==> config.mk <==
export PLATFORM = sky130hd
export DESIGN_NAME = dual_issue_unit
export DESIGN_NICKNAME = d
export VERILOG_FILES = /design/src/rtl/dual_issue_unit_pkg.sv /design/src/rtl/dual_issue_unit_issue_scoreboard.sv /design/src/rtl/dual_issue_unit.sv
export SDC_FILE = /design/constraint.sdc
export NUM_CORES = 1
export LEC_CHECK = 0
export CAP_MARGIN = 15
export CORE_MARGIN = 2
export CORE_UTILIZATION = 40
export CTS_CLUSTER_DIAMETER = 30
export DETAILED_ROUTE_END_ITERATION = 8
export PLACE_DENSITY = 0.8
export SYNTH_ARGS = -nofsm -noshare
export SYNTH_HDL_FRONTEND = slang
export SYNTH_SLANG_ARGS = --single-unit
==> constraint.sdc <==
create_clock -name clock_i -period 2.8 [get_ports clock_i]
set_clock_uncertainty 0.05 [all_clocks]
set_input_delay 0.56 -clock clock_i [delete_from_list [all_inputs] [get_ports clock_i]]
set_output_delay 0.56 -clock clock_i [all_outputs]
set_load 0.05 [all_outputs]
==> src/rtl/dual_issue_unit_pkg.sv <==
// Shared definitions for the dual-issue stage: register-file geometry, PC width,
// the x0 address and the registered issue-slot record.
package dual_issue_unit_pkg;

  localparam int unsigned REG_ADDR_W = 5;
  localparam int unsigned XLEN       = 32;
  localparam int unsigned NUM_REGS   = 1 << REG_ADDR_W;

  localparam logic [REG_ADDR_W-1:0] REG_X0 = '0;

  typedef struct packed {
    logic                  valid;
    logic [REG_ADDR_W-1:0] rd;
    logic                  rd_write;
    logic                  mem;
    logic [XLEN-1:0]       pc;
  } issue_slot_t;

  // x0 writes are architecturally discarded, so they never create a dependency.
  function automatic logic rd_live(input logic wr, input logic [REG_ADDR_W-1:0] rd);
    return wr && (rd != REG_X0);
  endfunction

endpackage

==> src/rtl/dual_issue_unit_issue_scoreboard.sv <==
// Pending-write scoreboard, one bit per architectural register.
// Ports:
//   clk, rst_n                 clock, asynchronous active-low reset
//   set_a/b, set_a/b_addr      mark a register as having a write in flight
//   clr_a/b, clr_a/b_addr      writeback completion clears
//   flush_clr                  mask of bits to drop on a squash
//   lookup_addr, lookup_pend   six combinational read lookups
module issue_scoreboard
  import dual_issue_unit_pkg::*;
(
  input  logic                       clk,
  input  logic                       rst_n,
  input  logic                       set_a,
  input  logic [REG_ADDR_W-1:0]      set_a_addr,
  input  logic                       set_b,
  input  logic [REG_ADDR_W-1:0]      set_b_addr,
  input  logic                       clr_a,
  input  logic [REG_ADDR_W-1:0]      clr_a_addr,
  input  logic                       clr_b,
  input  logic [REG_ADDR_W-1:0]      clr_b_addr,
  input  logic [NUM_REGS-1:0]        flush_clr,
  input  logic [5:0][REG_ADDR_W-1:0] lookup_addr,
  output logic [5:0]                 lookup_pend
);

  logic [NUM_REGS-1:0] pend_q, pend_d, set_mask, clr_mask;

  always_comb begin
    set_mask = '0;
    clr_mask = flush_clr;
    if (clr_a) clr_mask[clr_a_addr] = 1'b1;
    if (clr_b) clr_mask[clr_b_addr] = 1'b1;
    if (set_a) set_mask[set_a_addr] = 1'b1;
    if (set_b) set_mask[set_b_addr] = 1'b1;
    // Set applied after clear: a new writer wins over an old writeback.
    pend_d         = (pend_q & ~clr_mask) | set_mask;
    pend_d[REG_X0] = 1'b0;
  end

  always_ff @(posedge clk or negedge rst_n) begin
    if (!rst_n) pend_q <= '0;
    else        pend_q <= pend_d;
  end

  always_comb begin
    for (int i = 0; i < 6; i++) lookup_pend[i] = pend_q[lookup_addr[i]];
  end

endmodule

==> src/rtl/dual_issue_unit.sv <==
// Two-lane in-order issue stage in front of the dual-port register file.
// Decides per cycle: issue A+B, A only, or nothing; drives register-file read
// addresses; registers issued control to line up with registered read data.
// Ports: clock_i/reset_n_i; A_*/B_* decoded slot fields; A/B_take_o consume
// strobes; A/B_rs*_addr_o read addresses; A/B_wb_* writeback; stall_i, flush_i;
// A/B_iss_* registered issue outputs.
// Optional: DUAL_ISSUE_STATS_EN adds saturating stat_dual_o/stat_single_o/stat_hazard_o.
// Slot record widths follow the package defaults.
module dual_issue_unit #(
  parameter int unsigned REG_ADDR_W = 5,
  parameter int unsigned XLEN       = 32,
  parameter int unsigned STAT_W     = 32
) (
  input  logic                  clock_i,
  input  logic                  reset_n_i,
  input  logic                  A_valid_i,
  input  logic                  B_valid_i,
  input  logic [REG_ADDR_W-1:0] A_rs1_i,
  input  logic [REG_ADDR_W-1:0] A_rs2_i,
  input  logic [REG_ADDR_W-1:0] A_rd_i,
  input  logic [REG_ADDR_W-1:0] B_rs1_i,
  input  logic [REG_ADDR_W-1:0] B_rs2_i,
  input  logic [REG_ADDR_W-1:0] B_rd_i,
  input  logic                  A_rd_write_i,
  input  logic                  B_rd_write_i,
  input  logic                  A_mem_i,
  input  logic                  B_mem_i,
  input  logic [XLEN-1:0]       A_pc_i,
  input  logic [XLEN-1:0]       B_pc_i,
  output logic                  A_take_o,
  output logic                  B_take_o,
  output logic [REG_ADDR_W-1:0] A_rs1_addr_o,
  output logic [REG_ADDR_W-1:0] A_rs2_addr_o,
  output logic [REG_ADDR_W-1:0] B_rs1_addr_o,
  output logic [REG_ADDR_W-1:0] B_rs2_addr_o,
  input  logic [REG_ADDR_W-1:0] A_wb_rd_i,
  input  logic [REG_ADDR_W-1:0] B_wb_rd_i,
  input  logic                  A_wb_write_i,
  input  logic                  B_wb_write_i,
  input  logic                  stall_i,
  input  logic                  flush_i,
  output logic                  A_iss_valid_o,
  output logic                  B_iss_valid_o,
  output logic [REG_ADDR_W-1:0] A_iss_rd_o,
  output logic [REG_ADDR_W-1:0] B_iss_rd_o,
  output logic                  A_iss_rd_write_o,
  output logic                  B_iss_rd_write_o,
  output logic                  A_iss_mem_o,
  output logic                  B_iss_mem_o,
  output logic [XLEN-1:0]       A_iss_pc_o,
  output logic [XLEN-1:0]       B_iss_pc_o
`ifdef DUAL_ISSUE_STATS_EN
  ,
  output logic [STAT_W-1:0]     stat_dual_o,
  output logic [STAT_W-1:0]     stat_single_o,
  output logic [STAT_W-1:0]     stat_hazard_o
`endif
);

  import dual_issue_unit_pkg::*;

  if (STAT_W < 1) begin : g_stat_w_invalid
  end

  logic                  a_live, b_live, issue_a, issue_b;
  logic [5:0][REG_ADDR_W-1:0] lookup_addr;
  logic [5:0]            pend;
  logic [NUM_REGS-1:0]   flush_clr;
  issue_slot_t           a_q, a_d, b_q, b_d;

  assign A_rs1_addr_o = A_rs1_i;
  assign A_rs2_addr_o = A_rs2_i;
  assign B_rs1_addr_o = B_rs1_i;
  assign B_rs2_addr_o = B_rs2_i;

  assign lookup_addr = {B_rd_i, B_rs2_i, B_rs1_i, A_rd_i, A_rs2_i, A_rs1_i};

  assign a_live = rd_live(A_rd_write_i, A_rd_i);
  assign b_live = rd_live(B_rd_write_i, B_rd_i);

  assign issue_a = A_valid_i && !flush_i && !stall_i && !pend[0] && !pend[1] &&
                   !(a_live && pend[2]);

  // B is younger: it must not depend on, or race, A's write inside the pair.
  assign issue_b = issue_a && B_valid_i && !pend[3] && !pend[4] && !(b_live && pend[5]) &&
                   !(a_live && ((B_rs1_i == A_rd_i) || (B_rs2_i == A_rd_i))) &&
                   !(a_live && b_live && (B_rd_i == A_rd_i)) &&
                   !(A_mem_i && B_mem_i);

  assign A_take_o = issue_a;
  assign B_take_o = issue_b;

  // Squashed entries will never write back, so release their reservations.
  always_comb begin
    flush_clr = '0;
    if (flush_i) begin
      if (a_q.valid && rd_live(a_q.rd_write, a_q.rd)) flush_clr[a_q.rd] = 1'b1;
      if (b_q.valid && rd_live(b_q.rd_write, b_q.rd)) flush_clr[b_q.rd] = 1'b1;
    end
  end

  issue_scoreboard u_scoreboard (
    .clk         (clock_i),
    .rst_n       (reset_n_i),
    .set_a       (issue_a && a_live),
    .set_a_addr  (A_rd_i),
    .set_b       (issue_b && b_live),
    .set_b_addr  (B_rd_i),
    .clr_a       (A_wb_write_i),
    .clr_a_addr  (A_wb_rd_i),
    .clr_b       (B_wb_write_i),
    .clr_b_addr  (B_wb_rd_i),
    .flush_clr   (flush_clr),
    .lookup_addr (lookup_addr),
    .lookup_pend (pend)
  );

  // Flush falls through to a load with valid=0 since nothing issues under flush.
  always_comb begin
    a_d = a_q;
    b_d = b_q;
    if (!(stall_i && !flush_i)) begin
      a_d = '{valid: issue_a, rd: A_rd_i, rd_write: A_rd_write_i, mem: A_mem_i, pc: A_pc_i};
      b_d = '{valid: issue_b, rd: B_rd_i, rd_write: B_rd_write_i, mem: B_mem_i, pc: B_pc_i};
    end
  end

  always_ff @(posedge clock_i or negedge reset_n_i) begin
    if (!reset_n_i) begin
      a_q <= '0;
      b_q <= '0;
    end else begin
      a_q <= a_d;
      b_q <= b_d;
    end
  end

  assign A_iss_valid_o    = a_q.valid;
  assign A_iss_rd_o       = a_q.rd;
  assign A_iss_rd_write_o = a_q.rd_write;
  assign A_iss_mem_o      = a_q.mem;
  assign A_iss_pc_o       = a_q.pc;
  assign B_iss_valid_o    = b_q.valid;
  assign B_iss_rd_o       = b_q.rd;
  assign B_iss_rd_write_o = b_q.rd_write;
  assign B_iss_mem_o      = b_q.mem;
  assign B_iss_pc_o       = b_q.pc;

`ifdef DUAL_ISSUE_STATS_EN
  logic              hazard;
  logic [STAT_W-1:0] dual_q, single_q, hazard_q;

  assign hazard = A_valid_i && !stall_i && !flush_i && !issue_a;

  always_ff @(posedge clock_i or negedge reset_n_i) begin
    if (!reset_n_i) begin
      dual_q   <= '0;
      single_q <= '0;
      hazard_q <= '0;
    end else begin
      if (issue_a && issue_b && (dual_q != '1))    dual_q   <= dual_q + STAT_W'(1);
      if (issue_a && !issue_b && (single_q != '1)) single_q <= single_q + STAT_W'(1);
      if (hazard && (hazard_q != '1))              hazard_q <= hazard_q + STAT_W'(1);
    end
  end

  assign stat_dual_o   = dual_q;
  assign stat_single_o = single_q;
  assign stat_hazard_o = hazard_q;
`endif

endmodule
After elaboration in Yosys (flattened, before gate mapping)
Cells that the tools add are included.
- input bits: 116
- logic and storage cells: 118
- bits in registers: 111
- bitwise operators: 7
- order comparisons: 16
- reduce and logical (&&, ||, !) cells: 49
- eq/ne operators: 3
- muxes and demuxes: 32
- operators with widths (cell ; count):
    $mux W32 ; 8
    $or A32 B32 Y32 ; 5
    $lt A5 B6 Y1 const B ; 10
    $logic_and A1 B1 Y1 ; 33
    $and A32 B32 Y32 ; 1
    $not A32 Y32 ; 1
    $bmux W1 S5 ; 6
    $demux W1 S5 ; 6
    $ge A5 B1 Y1 const B ; 6
    $reduce_bool A5 Y1 ; 4
    $eq A5 B5 Y1 ; 3
    $mux W1 ; 12
    $logic_not A1 Y1 ; 11
    $logic_or A1 B1 Y1 ; 1

Logic depth before layout (Yosys ltp)
Gate-level depths: netlist of run 1.
- word-level depth: 16
- gate-level depth with buffers: 9
- depth with buffers taken out: 7

Hierarchy
Synthesis of run 1 repeated with hierarchy kept, for this count alone.
- cells, all modules: 749
- area total of the unflattened synthesis: 7771.2 µm²
- modules (own cells, without submodules) (module ; cells an instance ; area an instance (µm²) ; seq. area each (µm²) ; times used):
    dual_issue_unit ; 337 ; 4021.4 ; 2001.9 ; 1
    issue_scoreboard ; 412 ; 3749.8 ; 775.7 ; 1

Worst setup path before layout of run 1
No wires, ideal clock.
- path kind: input port to output port
- start point: in A_rs1_i[2]
- end point: out B_take_o
- path slack: -407 ps
- data arrival time: 2597 ps
- data required time: 2190 ps
- path buffers: 1
- stages on the path: 7
- cell sequence: buf_1 mux4_2 o2111ai_1 nand3_4 nor3b_4 nand4b_4 inv_1
- cells in the longest elaborated chain, start to end: 13
- RTL lines (element ; line ; source):
    start: declaration ; dual_issue_unit.sv:18 ; input logic [REG_ADDR_W-1:0] A_rs1_i,
    $bmux W1 S5 ; dual_issue_unit_issue_scoreboard.sv:46 ; for (int i = 0; i < 6; i++) lookup_pend[i] = pend_q[lookup_addr[i]];
    $mux W1 (implied by the code) ; dual_issue_unit_issue_scoreboard.sv:46 ;
    $logic_not A1 Y1 ; dual_issue_unit.sv:81 ; assign issue_a = A_valid_i && !flush_i && !stall_i && !pend[0] && !pend[1] &&
    $logic_and A1 B1 Y1 (3 in series) ; dual_issue_unit.sv:81 ;
    $logic_and A1 B1 Y1 (5 in series) ; dual_issue_unit.sv:85 ; assign issue_b = issue_a && B_valid_i && !pend[3] && !pend[4] && !(b_live && pend[5]) &&
    $logic_and A1 B1 Y1 ; dual_issue_unit.sv:86 ; !(a_live && ((B_rs1_i == A_rd_i) || (B_rs2_i == A_rd_i))) &&
    $logic_and A1 B1 Y1 ; dual_issue_unit.sv:87 ; !(a_live && b_live && (B_rd_i == A_rd_i)) &&
    end: declaration ; dual_issue_unit.sv:31 ; output logic B_take_o,
Every way passes these cells. The select of a mux whose other input is x is not followed.

Final worst setup path of run 1
- start point: reg u_scoreboard.pend_q[10]
- end point: out B_take_o
- cells in the longest elaborated chain, start to end: 13
- elaborated cells on any way between the ends: 30
- those cells by class: mux: 12; reduce/logical: 18
- RTL lines (element ; line ; source):
    start: declaration ; dual_issue_unit_issue_scoreboard.sv:26 ; logic [NUM_REGS-1:0] pend_q, pend_d, set_mask, clr_mask;
    start signal: assignment ; dual_issue_unit_issue_scoreboard.sv:42 ; else pend_q <= pend_d;
    $bmux W1 S5 ; dual_issue_unit_issue_scoreboard.sv:46 ;
    $mux W1 (implied by the code) ; dual_issue_unit_issue_scoreboard.sv:46 ;
    $logic_not A1 Y1 ; dual_issue_unit.sv:81 ;
    $logic_and A1 B1 Y1 (3 in series) ; dual_issue_unit.sv:81 ;
    $logic_and A1 B1 Y1 (3 in series) ; dual_issue_unit.sv:85 ;
    $logic_and A1 B1 Y1 * (2 in series) ; dual_issue_unit.sv:85 ;
    $logic_and A1 B1 Y1 * ; dual_issue_unit.sv:86 ;
    $logic_and A1 B1 Y1 * ; dual_issue_unit.sv:87 ;
Mark *: on every way between the ends. The rest lies on a longest branch, timed or not. The select of a mux whose other input is x is not followed.

==> run summary, run 1 <==
cell area after layout - 0.0120 sq mm
Critical Path AT - 2.63 ns
PnR Total Power - 5010 uW
CTS clk-pin slew, worst paths - 0.07 ns
row count - 50
Final nets - 1244
via density per instance - 5.92
Max FO, Critical Path - 4
# Max-Cap Violations - 0
Slew Limit Fails - 0
mux cell area share after synthesis - 23.8%
Post-Route WL - 31.5 mm
worst setup path start - u_scoreboard.pend_q[10]
met2 Track Usage GR - 49.1%
initial antenna violation count - 0
Tot GR Track Use - 30.4%
complex-gate fraction of the synthesized area - 17.1%
# DRC - 0
dpl hpwl - 23.3 mm
top-area cell type share of the netlist area - 35.8%
fin crit period - 3.24 ns
Post-Synth XOR/XNOR Area - 1.69%
Peak VDD IR - 440 uV
clock sink total - 111
H-Tree Level Count - 3
CP Cell Sequence - mux4_2, o21a_1, o211ai_1, nor3b_4, buf_6, nand4b_4, clkinvlp_4, buf_12
sequential area share after synthesis - 35.8%
starting density of the core - 41.1%
vias in the first global route - 8285
Tcrit/Tclk final - 116%
Yosys reg bits - 111
Synth area leaders - dfrtp_1, mux2_2, mux2i_1
Max Freq - 0.309 GHz
CORE AREA - 0.0189 sq mm
largest net degree at the start of global routing - 84
Fin. Hold Viols - 0
CP max stage cell - mux4_2
leakage - 0.00497 uW
CTS hold repair buffers - 0
CP Launch Type - flop
met1 Use GR - 38.1%
GR Overflow Total - 0
outcome - finished with violations
RSZ-0062 raised after global routing - true
Post-synth EDFFs - 0
r2r startpoint - u_scoreboard.pend_q[14]
Synthesized Nets - 907
post-route ant nets - 0
share of layout cells above drive strength 1 - 33.5%
most frequent cell after synthesis - dfrtp_1
global route hottest layer - met2
IO buf count - 217
routability cong. - 1.03
CTS Buf Count - 9
Setup crit end kind - primary output
Skew-Pair Late Insertion Delay - 0.36 ns
Syn Area/Cell - 9.81 sq um
area grow syn2layout - 54.6%
Post-Synth Adder-Cell Area - 0%
Die Span X - 143 um
first-pass GRT wire length - 47.1 mm
biggest cell delay along the critical path - 0.49 ns
PnR worst setup slack - -0.439 ns
Die ar. - 0.0205 sq mm
wire per inst - 22.6 um
worst slew pin tran - 0.857 ns
CTS tree - built
Synth Flop Type - dfrtp_1
cell accounting for the most synthesized area - dfrtp_1
M3 GR Usage - 8.96%
Cells after Synth - 791
antenna cells - 0
Netlist cell types - 66
final setup vio count - 2
Die Height - 143 um
Vias - 8245
cell area after placement - 0.0113 sq mm
Synth Area in Simple Gates - 16.6%
Detailed Route Iter0 Violations - 887
Post-synth top cells - dfrtp_1, mux2_2, nand2_1
Async S/R FF share, synth - 100%
CP required - 2.19 ns
main combinational cell family by area after synthesis - multiplexers
worst hold path type - in -> async
mapped cell area - 0.00776 sq mm
critical path type - reg -> out
fillers - 1473
violated checks - setup timing
I/O pins - 218
Clock Path Buffers - 2
root cell of the clock tree - clkbuf_16
power per cell area - 418 mW/mm^2
worst rel slew slack - 42.4%
yosys warns - 0
drt pass-1 iters - 6
-- state kept, by name, summed over array words and instances (netlist names) --
register and flops:
A_iss_mem_o 1, B_iss_rd_o 5, B_iss_rd_write_o 1, B_iss_valid_o 1, B_iss_pc_o 32, A_iss_valid_o 1
A_iss_rd_write_o 1, A_iss_pc_o 32, A_iss_rd_o 5, u_scoreboard.pend_q 31, B_iss_mem_o 1
-- layout by cell type, fill, tap and decap left out, types with 10 or more instances in the layout --
cell and count:
clkdlybuf4s50_1 170, buf_4 161, dfrtp_1 102, mux2_2 84, nand2_1 80, a21oi_1 55, mux2i_1 52, a22oi_1 40
o22ai_1 31, nor2_1 21, buf_12 19, buf_6 18, nand3_1 17, mux4_2 15, dlygate4sd2_1 14, nor3b_1 13
nor2b_1 13, o21ai_1 13, nand2b_1 11, o21ai_0 10
-- what timing repair did --
action,4_1_cts,5_1_grt
pin swaps,20,11
endpoints found under the setup margin,31,27
gates cloned,2,0
buffers inserted,21,8
gates resized for setup,89,25
-- area by class of cell --
cell class                      count  area [sq um]  share of cell area (%)
Multi-Input combinational cell    601          4750                    39.6
Timing Repair Buffer              394          3750                    31.2
Sequential cell                   111          2790                    23.2
Tap cell                          260           325                    2.71
Clock buffer                       10           229                    1.91
Clock inverter                      6           115                   0.959
Inverter                           11          45.0                   0.375
-- layer usage --
metal / vias to the layer above / wire (um)
li1: 3646 / -
met1: 3900 / 11800
met2: 569 / 14400
met3: 130 / 3920
met4: 0 / 1350
met5: - / 0
-- kinds of logic (layout without fill, tap and decap cells) --
| family | count (synthesis) | in the layout |
|---|---|---|
| simple gates | 226 | 226 |
| compound gates | 206 | 206 |
| mux | 154 | 154 |
| flops | 111 | 111 |
| buf+inv | 79 | 421 |
| xor+xnor | 15 | 15 |
-- report_power, final --
part           switching [uW]  internal [uW]  total, uW
clock network             592            881       1470
registers                 105           1720       1820
logic                     969            749       1720
-- worst max-delay path: cells and delay by family (launching register included) --
| family | cells | cell delay [ns] |
|---|---|---|
| mux | 1 | 0.49 |
| simple gates | 2 | 0.49 |
| flops | 1 | 0.48 |
| compound gates | 2 | 0.41 |
| buf+inv | 3 | 0.40 |
-- stage by stage --
| stage | worst slack, ns | utilization (%) | TNS, ns | hold slack [ns] | std cells |
|---|---|---|---|---|---|
| 2_1_floorplan | -0.228 | - | -0.436 | 0.214 | 791 |
| 3_3_place_gp | -0.761 | 59.7 | -14.90 | 0.436 | 1357 |
| 3_5_place_dp | -0.793 | 59.7 | -15.89 | 0.443 | 1357 |
| 4_1_cts | -0.406 | 63.2 | -0.680 | 0.0859 | 1392 |
| 5_1_grt | -0.479 | 63.5 | -0.856 | 0.0951 | 1393 |
| 6_report | -0.439 | 63.5 | -0.794 | 0.0756 | 1393 |
-- path summary, 6_finish.rpt --
check	endpoint	slack [ns]	cells after the start
min	B_iss_pc_o[8]	0.08	1
max in group asynchronous	u_scoreboard.pend_q[6]	1.89	2
min in group clock_i	B_iss_pc_o[20]	0.45	1
max	B_take_o	-0.44	8
min reg2reg	B_iss_pc_o[20]	0.45	1
max reg2reg	u_scoreboard.pend_q[15]	0.05	11
No activity file was read; power rests on OpenSTA's default activity.
==> run 2: changes to the inputs <==
CAP_MARGIN = 10   (was 15)
==> results of run 2 <==
Final layout, timing and power as in run 1 (identical DEF).
==> run 3: changes to the inputs <==
CTS_CLUSTER_DIAMETER = unset   (was 30)
==> results of run 3 <==
Final layout, timing and power as in run 1 (identical DEF).
